File: config.mk
export PLATFORM = sky130hd
export DESIGN_NAME = cmd_issuer
export DESIGN_NICKNAME = d
export VERILOG_FILES = /design/src/rtl/cmdif_pkg.sv /design/src/rtl/cmd_issuer.sv
export SDC_FILE = /design/constraint.sdc
export NUM_CORES = 1
export LEC_CHECK = 0
export ABC_CLOCK_PERIOD_IN_PS = 7200
export BUFFER_PORTS_ARGS = -buffer_cell sky130_fd_sc_hd__buf_2
export CAP_MARGIN = 15
export CORE_UTILIZATION = 43
export DETAILED_ROUTE_END_ITERATION = 8
export HOLD_SLACK_MARGIN = 0.12
export PLACE_DENSITY = 0.77
export SKIP_CTS_REPAIR_TIMING = 1
export SLEW_MARGIN = 20
export SYNTH_ARGS = -nofsm -noshare
export SYNTH_HDL_FRONTEND = slang
export SYNTH_SLANG_ARGS = --single-unit
File: constraint.sdc
create_clock -name clk -period 7.2 [get_ports clk]
set_clock_uncertainty 0.2 [all_clocks]
set_input_delay 0.72 -clock clk [delete_from_list [all_inputs] [get_ports clk]]
set_output_delay 0.72 -clock clk [all_outputs]
set_load 0.01 [all_outputs]
File: src/rtl/cmdif_pkg.sv
// Shared definitions for the command interface: opcodes, issuer state encoding and
// the keep-mask popcount used for response byte accounting.
package cmdif_pkg;

    localparam logic [7:0] OpReadData  = 8'h00;
    localparam logic [7:0] OpClkSwitch = 8'h01;
    localparam logic [7:0] OpVersion   = 8'h02;
    localparam logic [7:0] OpSpi       = 8'h03;
    localparam logic [7:0] OpFifoUsed  = 8'h04;
    localparam logic [7:0] OpSetLength = 8'h05;
    localparam logic [7:0] OpPhaseStep = 8'h06;

    typedef enum logic [1:0] {
        StIdle    = 2'd0,
        StSend    = 2'd1,
        StWaitRsp = 2'd2,
        StDone    = 2'd3
    } state_e;

    function automatic logic [2:0] popcount4(input logic [3:0] v);
        return {2'b00, v[0]} + {2'b00, v[1]} + {2'b00, v[2]} + {2'b00, v[3]};
    endfunction

endpackage

File: src/rtl/cmd_issuer.sv
// Issues an 8-byte command over a byte stream, then optionally collects a 32-bit
// response stream with byte accounting and an idle timeout.
module cmd_issuer #(
    parameter int unsigned TIMEOUT_CYCLES = 65535
) (
    input  logic        clk,
    input  logic        rst,
    input  logic        cmd_valid,
    output logic        cmd_ready,
    input  logic [63:0] cmd_data,
    input  logic        cmd_expect_rsp,
    output logic        o_tvalid,
    input  logic        o_tready,
    output logic [7:0]  o_tdata,
    input  logic        i_tvalid,
    output logic        i_tready,
    input  logic [31:0] i_tdata,
    input  logic [3:0]  i_tkeep,
    input  logic        i_tlast,
    output logic        rsp_word_valid,
    output logic [31:0] rsp_word,
    output logic [3:0]  rsp_keep,
    output logic [15:0] rsp_bytes,
    output logic        rsp_timeout,
    output logic        done
);
    import cmdif_pkg::*;

    localparam logic [15:0] TimeoutLast = 16'(TIMEOUT_CYCLES - 1);

    state_e      state_q, state_d;
    logic [63:0] data_q, data_d;
    logic        expect_q, expect_d;
    logic [2:0]  idx_q, idx_d;
    logic [15:0] timer_q, timer_d;
    logic        word_valid_q, word_valid_d;
    logic [31:0] word_q, word_d;
    logic [3:0]  keep_q, keep_d;
    logic [15:0] bytes_q, bytes_d;
    logic        timeout_q, timeout_d;
    logic [16:0] bytes_sum;

    always_comb begin
        state_d      = state_q;
        data_d       = data_q;
        expect_d     = expect_q;
        idx_d        = idx_q;
        timer_d      = timer_q;
        word_valid_d = 1'b0;
        word_d       = word_q;
        keep_d       = keep_q;
        bytes_d      = bytes_q;
        timeout_d    = timeout_q;
        bytes_sum    = {1'b0, bytes_q} + {14'b0, popcount4(i_tkeep)};

        unique case (state_q)
            StIdle: begin
                if (cmd_valid) begin
                    data_d    = cmd_data;
                    expect_d  = cmd_expect_rsp;
                    bytes_d   = 16'h0000;
                    timeout_d = 1'b0;
                    idx_d     = 3'd0;
                    state_d   = StSend;
                end
            end
            StSend: begin
                if (o_tready) begin
                    idx_d = idx_q + 3'd1;
                    if (idx_q == 3'd7) begin
                        timer_d = 16'h0000;
                        state_d = expect_q ? StWaitRsp : StDone;
                    end
                end
            end
            StWaitRsp: begin
                // A beat always beats the timeout, even on the expiring cycle.
                if (i_tvalid) begin
                    timer_d = 16'h0000;
                    bytes_d = bytes_sum[16] ? 16'hFFFF : bytes_sum[15:0];
                    if (i_tkeep != 4'h0) begin
                        word_valid_d = 1'b1;
                        word_d       = i_tdata;
                        keep_d       = i_tkeep;
                    end
                    if (i_tlast) begin
                        state_d = StDone;
                    end
                end else if (timer_q == TimeoutLast) begin
                    timeout_d = 1'b1;
                    state_d   = StDone;
                end else begin
                    timer_d = timer_q + 16'd1;
                end
            end
            StDone: begin
                state_d = StIdle;
            end
            default: begin
                state_d = StIdle;
            end
        endcase
    end

    always_ff @(posedge clk) begin
        if (rst) begin
            state_q      <= StIdle;
            data_q       <= 64'h0;
            expect_q     <= 1'b0;
            idx_q        <= 3'd0;
            timer_q      <= 16'h0000;
            word_valid_q <= 1'b0;
            word_q       <= 32'h0;
            keep_q       <= 4'h0;
            bytes_q      <= 16'h0000;
            timeout_q    <= 1'b0;
        end else begin
            state_q      <= state_d;
            data_q       <= data_d;
            expect_q     <= expect_d;
            idx_q        <= idx_d;
            timer_q      <= timer_d;
            word_valid_q <= word_valid_d;
            word_q       <= word_d;
            keep_q       <= keep_d;
            bytes_q      <= bytes_d;
            timeout_q    <= timeout_d;
        end
    end

    assign cmd_ready      = (state_q == StIdle);
    assign o_tvalid       = (state_q == StSend);
    assign o_tdata        = (state_q == StSend) ? data_q[{idx_q, 3'b000} +: 8] : 8'h00;
    assign i_tready       = (state_q == StWaitRsp);
    assign done           = (state_q == StDone);
    assign rsp_word_valid = word_valid_q;
    assign rsp_word       = word_q;
    assign rsp_keep       = keep_q;
    assign rsp_bytes      = bytes_q;
    assign rsp_timeout    = timeout_q;

endmodule

## After elaboration in Yosys (flattened, before gate mapping)

Index checks and enable logic that the tools add are counted.

- Add/sub/neg operators: 6
- Shifts and indexed selects: 1
- Eq/ne operators: 14
- Reductions and logical operators: 13
- Bitwise logic cells: 2
- Muxes and demuxes: 26

Operator list:

| kind | count |
|---|---|
| two-way mux 16 bit | 7 |
| one-hot mux 16 bit (2 select lines) | 2 |
| variable part select 64 x 7 -> 8 bit | 1 |
| adder 16 x 3 -> 17 bit | 1 |
| adder 16 x 1 -> 16 bit (second input constant) | 1 |
| equality test 16 bit (second input constant) | 1 |
| two-way mux 2 bit | 6 |
| AND reduction 3 bit | 3 |
| two-way mux 8 bit | 1 |
| one-hot mux 2 bit (4 select lines) | 1 |
| AND reduction 4 bit | 2 |
| two-way mux 3 bit | 2 |
| != test 2 x 1 -> 1 bit (second input constant) | 3 |
| != test 2 bit (second input constant) | 3 |
| != test 3 x 2 -> 1 bit (second input constant) | 2 |
| one-hot mux 3 bit (2 select lines) | 1 |
| nonzero test 2 bit | 3 |
| two-way mux 1 bit | 5 |
| AND reduction 5 bit | 1 |
| equality test 2 bit (second input constant) | 2 |
| nonzero test 4 bit | 1 |
| adder 2 x 1 -> 3 bit | 1 |
| adder 3 x 1 -> 3 bit | 1 |
| adder 3 x 1 -> 3 bit (second input constant) | 1 |
| 9 further kinds | 10 |

- Output and inout port bits: 66
- Register bits after elaboration: 140

## Logic depth before layout (Yosys ltp)

- Depth in word-level cells: 7
- Mapped depth: 11

## Least setup slack after synthesis

OpenSTA, ideal clock, no wires.

- Kind: input-to-reg
- From: in i_tkeep[0]
- To: reg bytes_q[1], in the netlist rsp_bytes[1]
- Library setup time: 0.070 ns
- Slack: 3.924 ns
- Arrival: 3.005 ns
- Cell stages on the path: 11
- Path through: fa_1 inv_1 fa_1 inv_1 fa_1 nand3_1 or3_4 nor3_4 buf_4 o21ai_0 a21oi_1

- Cells in the longest elaborated chain, start to end: 7

Ends and longest elaborated chain:

| what | RTL line | text |
|---|---|---|
| start, declared | cmd_issuer.sv:18 | `input logic [3:0] i_tkeep,` |
| adder 1 x 1 -> 2 bit | cmdif_pkg.sv:21 | `return {2'b00, v[0]} + {2'b00, v[1]} + {2'b00, v[2]} + {2'b00, v[3]};` |
| adder 2 x 1 -> 3 bit | cmdif_pkg.sv:21 |  |
| adder 3 x 1 -> 3 bit | cmdif_pkg.sv:21 |  |
| adder 16 x 3 -> 17 bit | cmd_issuer.sv:54 | `bytes_sum = {1'b0, bytes_q} + {14'b0, popcount4(i_tkeep)};` |
| two-way mux 16 bit | cmd_issuer.sv:80 | `bytes_d = bytes_sum[16] ? 16'hFFFF : bytes_sum[15:0];` |
| two-way mux 16 bit | cmd_issuer.sv:78 | `if (i_tvalid) begin` |
| one-hot mux 16 bit (2 select lines) | cmd_issuer.sv:56 | `unique case (state_q)` |
| end signal, assigned | cmd_issuer.sv:126 | `bytes_q <= bytes_d;` |
| end, declared | cmd_issuer.sv:39 | `logic [15:0] bytes_q, bytes_d;` |

No other way between the ends. The select of a mux whose other input is x is not followed.
A chain may end at the register's enable or synchronous reset.

## Final worst setup path

- From: in i_tkeep[0]
- To: reg bytes_q[9], in the netlist rsp_bytes[9]

Same word-level chain as after synthesis.

==> out/results.tsv <==
stage	metric	value	unit
hold_path	type of the worst min-delay path	reg2reg	
floorplanning	top-level I/O count	173	
worst_setup_path	Crit Path Category	in2reg	
layout	share of layout cells above drive strength 1	26.1	%
routing	DRC	0	
cts	worst skew pair latency	0.42	ns
cts	TritonCTS clock tree	done	
timing	Final Cycle Share	46.9	%
pwr	Cell Pwr Density	302	nW/um^2
grt	first-pass GRT wire length	25.3	mm
layout	Layout Cells excl Fill	1097	
worst_setup_path	Crit Path Max Fanout	13	
synth	Synth area leaders	dfxtp_1, nand2_1, a21oi_1	
placed_design	Placement Setup Slack	3.41	ns
grt	vias in the first global route	5292	
cts	htree depth	4	
timing	setup ws final	3.82	ns
grt	largest net degree at the start of global routing	87	
synth	ys async rst share	0	%
layout	design area	7710	sq um
timing	RSZ-0062 raised after global routing	false	
placed_design	Area after DPL	7180	sq um
layout	Nets	1025	
layout	area grow syn2layout	24.0	%
timing	worst-margin pin slew	1.08	ns
floorplanning	Die Wd	122	um
grt	total grt overflow	0	
placed_design	Detailed Place HPWL	10.7	mm
pwr	maximum vdd ir drop	0.185	mV
timing	worst rel slew slack	27.9	%
timing	final critical-path required period	3.38	ns
synth	Post-Syn Instances	755	
placed_design	Routability Congestion	0.876	
routing	DRT Pass-1 Iters	5	
worst_setup_path	Crit. End Element	flop	
floorplanning	Core Box Area	14000	sq um
timing	final hold vios	0	
layout	diodes inserted	0	
routing	WL final	15.5	mm
cts	root buffer cell	clkbuf_16	
timing	Setup TNS	0	ns
timing	Final setup viols	0	
placed_design	placed cells	1066	
floorplanning	DIE HEIGHT	122	um
placed_design	# port buffers	172	
worst_setup_path	arrival time of the worst setup path	3.50	ns
worst_setup_path	CP startpoint kind	primary input	
floorplanning	Site Rows	43	
synth	Post-synth EDFFs	0	
synth	Seq/Total Area, Yosys	45.1	%
cts	Clock Sinks	140	
grt	All-Layer GR Usage	21.5	%
timing	fin. max-slew vios	0	
synth	Syn Std Cell Area	6220	sq um
synth	Post-synth top flop	dfxtp_1	
routing	via count	5668	
synth	#FFs+latches synth	140	
timing	final hold slack	0.250	ns
worst_setup_path	r2r setup slk	4.28	ns
routing	routed length per instance	14.2	um
run	max-cap violations	0	
floorplanning	Die ar.	15000	sq um
synth	top post-synthesis cells by count	nand2_1, dfxtp_1, a21oi_1	
floorplanning	Initial Utilization	44.5	%
synth	count leader, synth	nand2_1	
synth	Synth cell types	50	
status	status	complete, no violations	
synth	Synth top area share	45.1	%
synth	Avg Inst Size Synth	8.24	sq um
cts	Max Buffers Root-to-Sink	2	
synth	Yosys warnings	0	
cts	CTS Buf Count	17	
grt	initial antenna violation count	1	
pwr	Pleak	0.00310	uW
timing	fmax	296	MHz
routing	antenna-violating nets left	0	
routing	initial DRC count	382	
cts	clock transition at the registers of the reported paths	0.06	ns
worst_setup_path	Worst EP required	7.33	ns
synth	Net Count, Synth	875	
routing	Vias/cell	5.17	
synth	area leader, netlist	dfxtp_1	
-- path summary, 6_finish.rpt --
kind                       end    startpoint  cells past startpoint
hold reg to reg   rsp_word[19]  rsp_word[19]                      2
setup reg to reg    timer_q[2]      idx_q[1]                      6
setup / recovery  rsp_bytes[9]    i_tkeep[0]                     11
hold / removal    rsp_word[19]  rsp_word[19]                      2
-- sequential cells by signal, indices dropped and copies added (netlist names) --
| name | count |
|---|---|
| rsp_word | 32 |
| idx_q | 3 |
| rsp_word_valid | 1 |
| data_q | 64 |
| rsp_bytes | 16 |
| rsp_keep | 4 |
| expect_q | 1 |
| rsp_timeout | 1 |
| state_q | 2 |
| timer_q | 16 |
-- layer usage --
metal / GRT usage [%] / routed length (um) / vias up
met5: 0 / 13 / -
met4: 7.70 / 274 / 2
met3: 6.09 / 1080 / 26
met2: 34.7 / 7260 / 181
met1: 27.4 / 6920 / 2585
li1: - / - / 2874
-- cell families (layout without fill, tap and decap cells) --
family,Yosys count,in the layout,synth area share [%]
and+or+nand+nor,331,331,23.7
AOI/OAI and AO/OA,173,173,15.4
DFF,140,140,45.1
buffers and inverters,60,222,3.72
muxes,26,26,7.42
adders and majority gates,13,13,2.98
xor gates and xnor gates,12,12,1.69
-- layout by cell type (no fill, tap or decap), types with 7 or more instances in the layout --
cell type and instances:
nor2b_1 12, nand2b_1 7, a21oi_1 122, dfxtp_1 140, ha_1 10, nand3_1 12, nor2_1 33, buf_2 171
inv_1 14, clkbuf_16 17, mux2i_1 9, nor4_1 10, xnor2_1 12, o21ai_0 15, nand2_1 218, mux4_2 16
-- final cells by class --
| cell class | count | area [sq um] |
|---|---|---|
| fill | 1312 | 6270 |
| tap | 180 | 225 |
| sequential | 140 | 2800 |
| inverter | 14 | 52.6 |
| clock buffer | 19 | 433 |
| multi-input combinational | 555 | 3200 |
| timing repair buffer | 177 | 901 |
| clock inverter | 12 | 100 |
-- power by group --
group	switching (uW)	internal (uW)
sequential	56.5	871
combinational	378	236
clock	322	469
total	757	1580
-- worst max-delay path, stage by stage --
cell	delay, ns
buf_2	0.12
fa_1	0.53
inv_1	0.05
fa_1	0.38
inv_1	0.08
fa_1	0.22
nand3_1	0.14
or3_4	0.43
nor3_4	0.48
a22oi_1	0.14
a31oi_1	0.23
-- stage by stage --
step | util (%) | total power [uW]
2_1_floorplan | - | 1380
3_3_place_gp | 51.3 | 1540
3_5_place_dp | 51.3 | 1560
4_1_cts | 55.1 | 2350
5_1_grt | 55.1 | 2470
6_report | 55.1 | 2330
(Power assumes the default switching activity.)
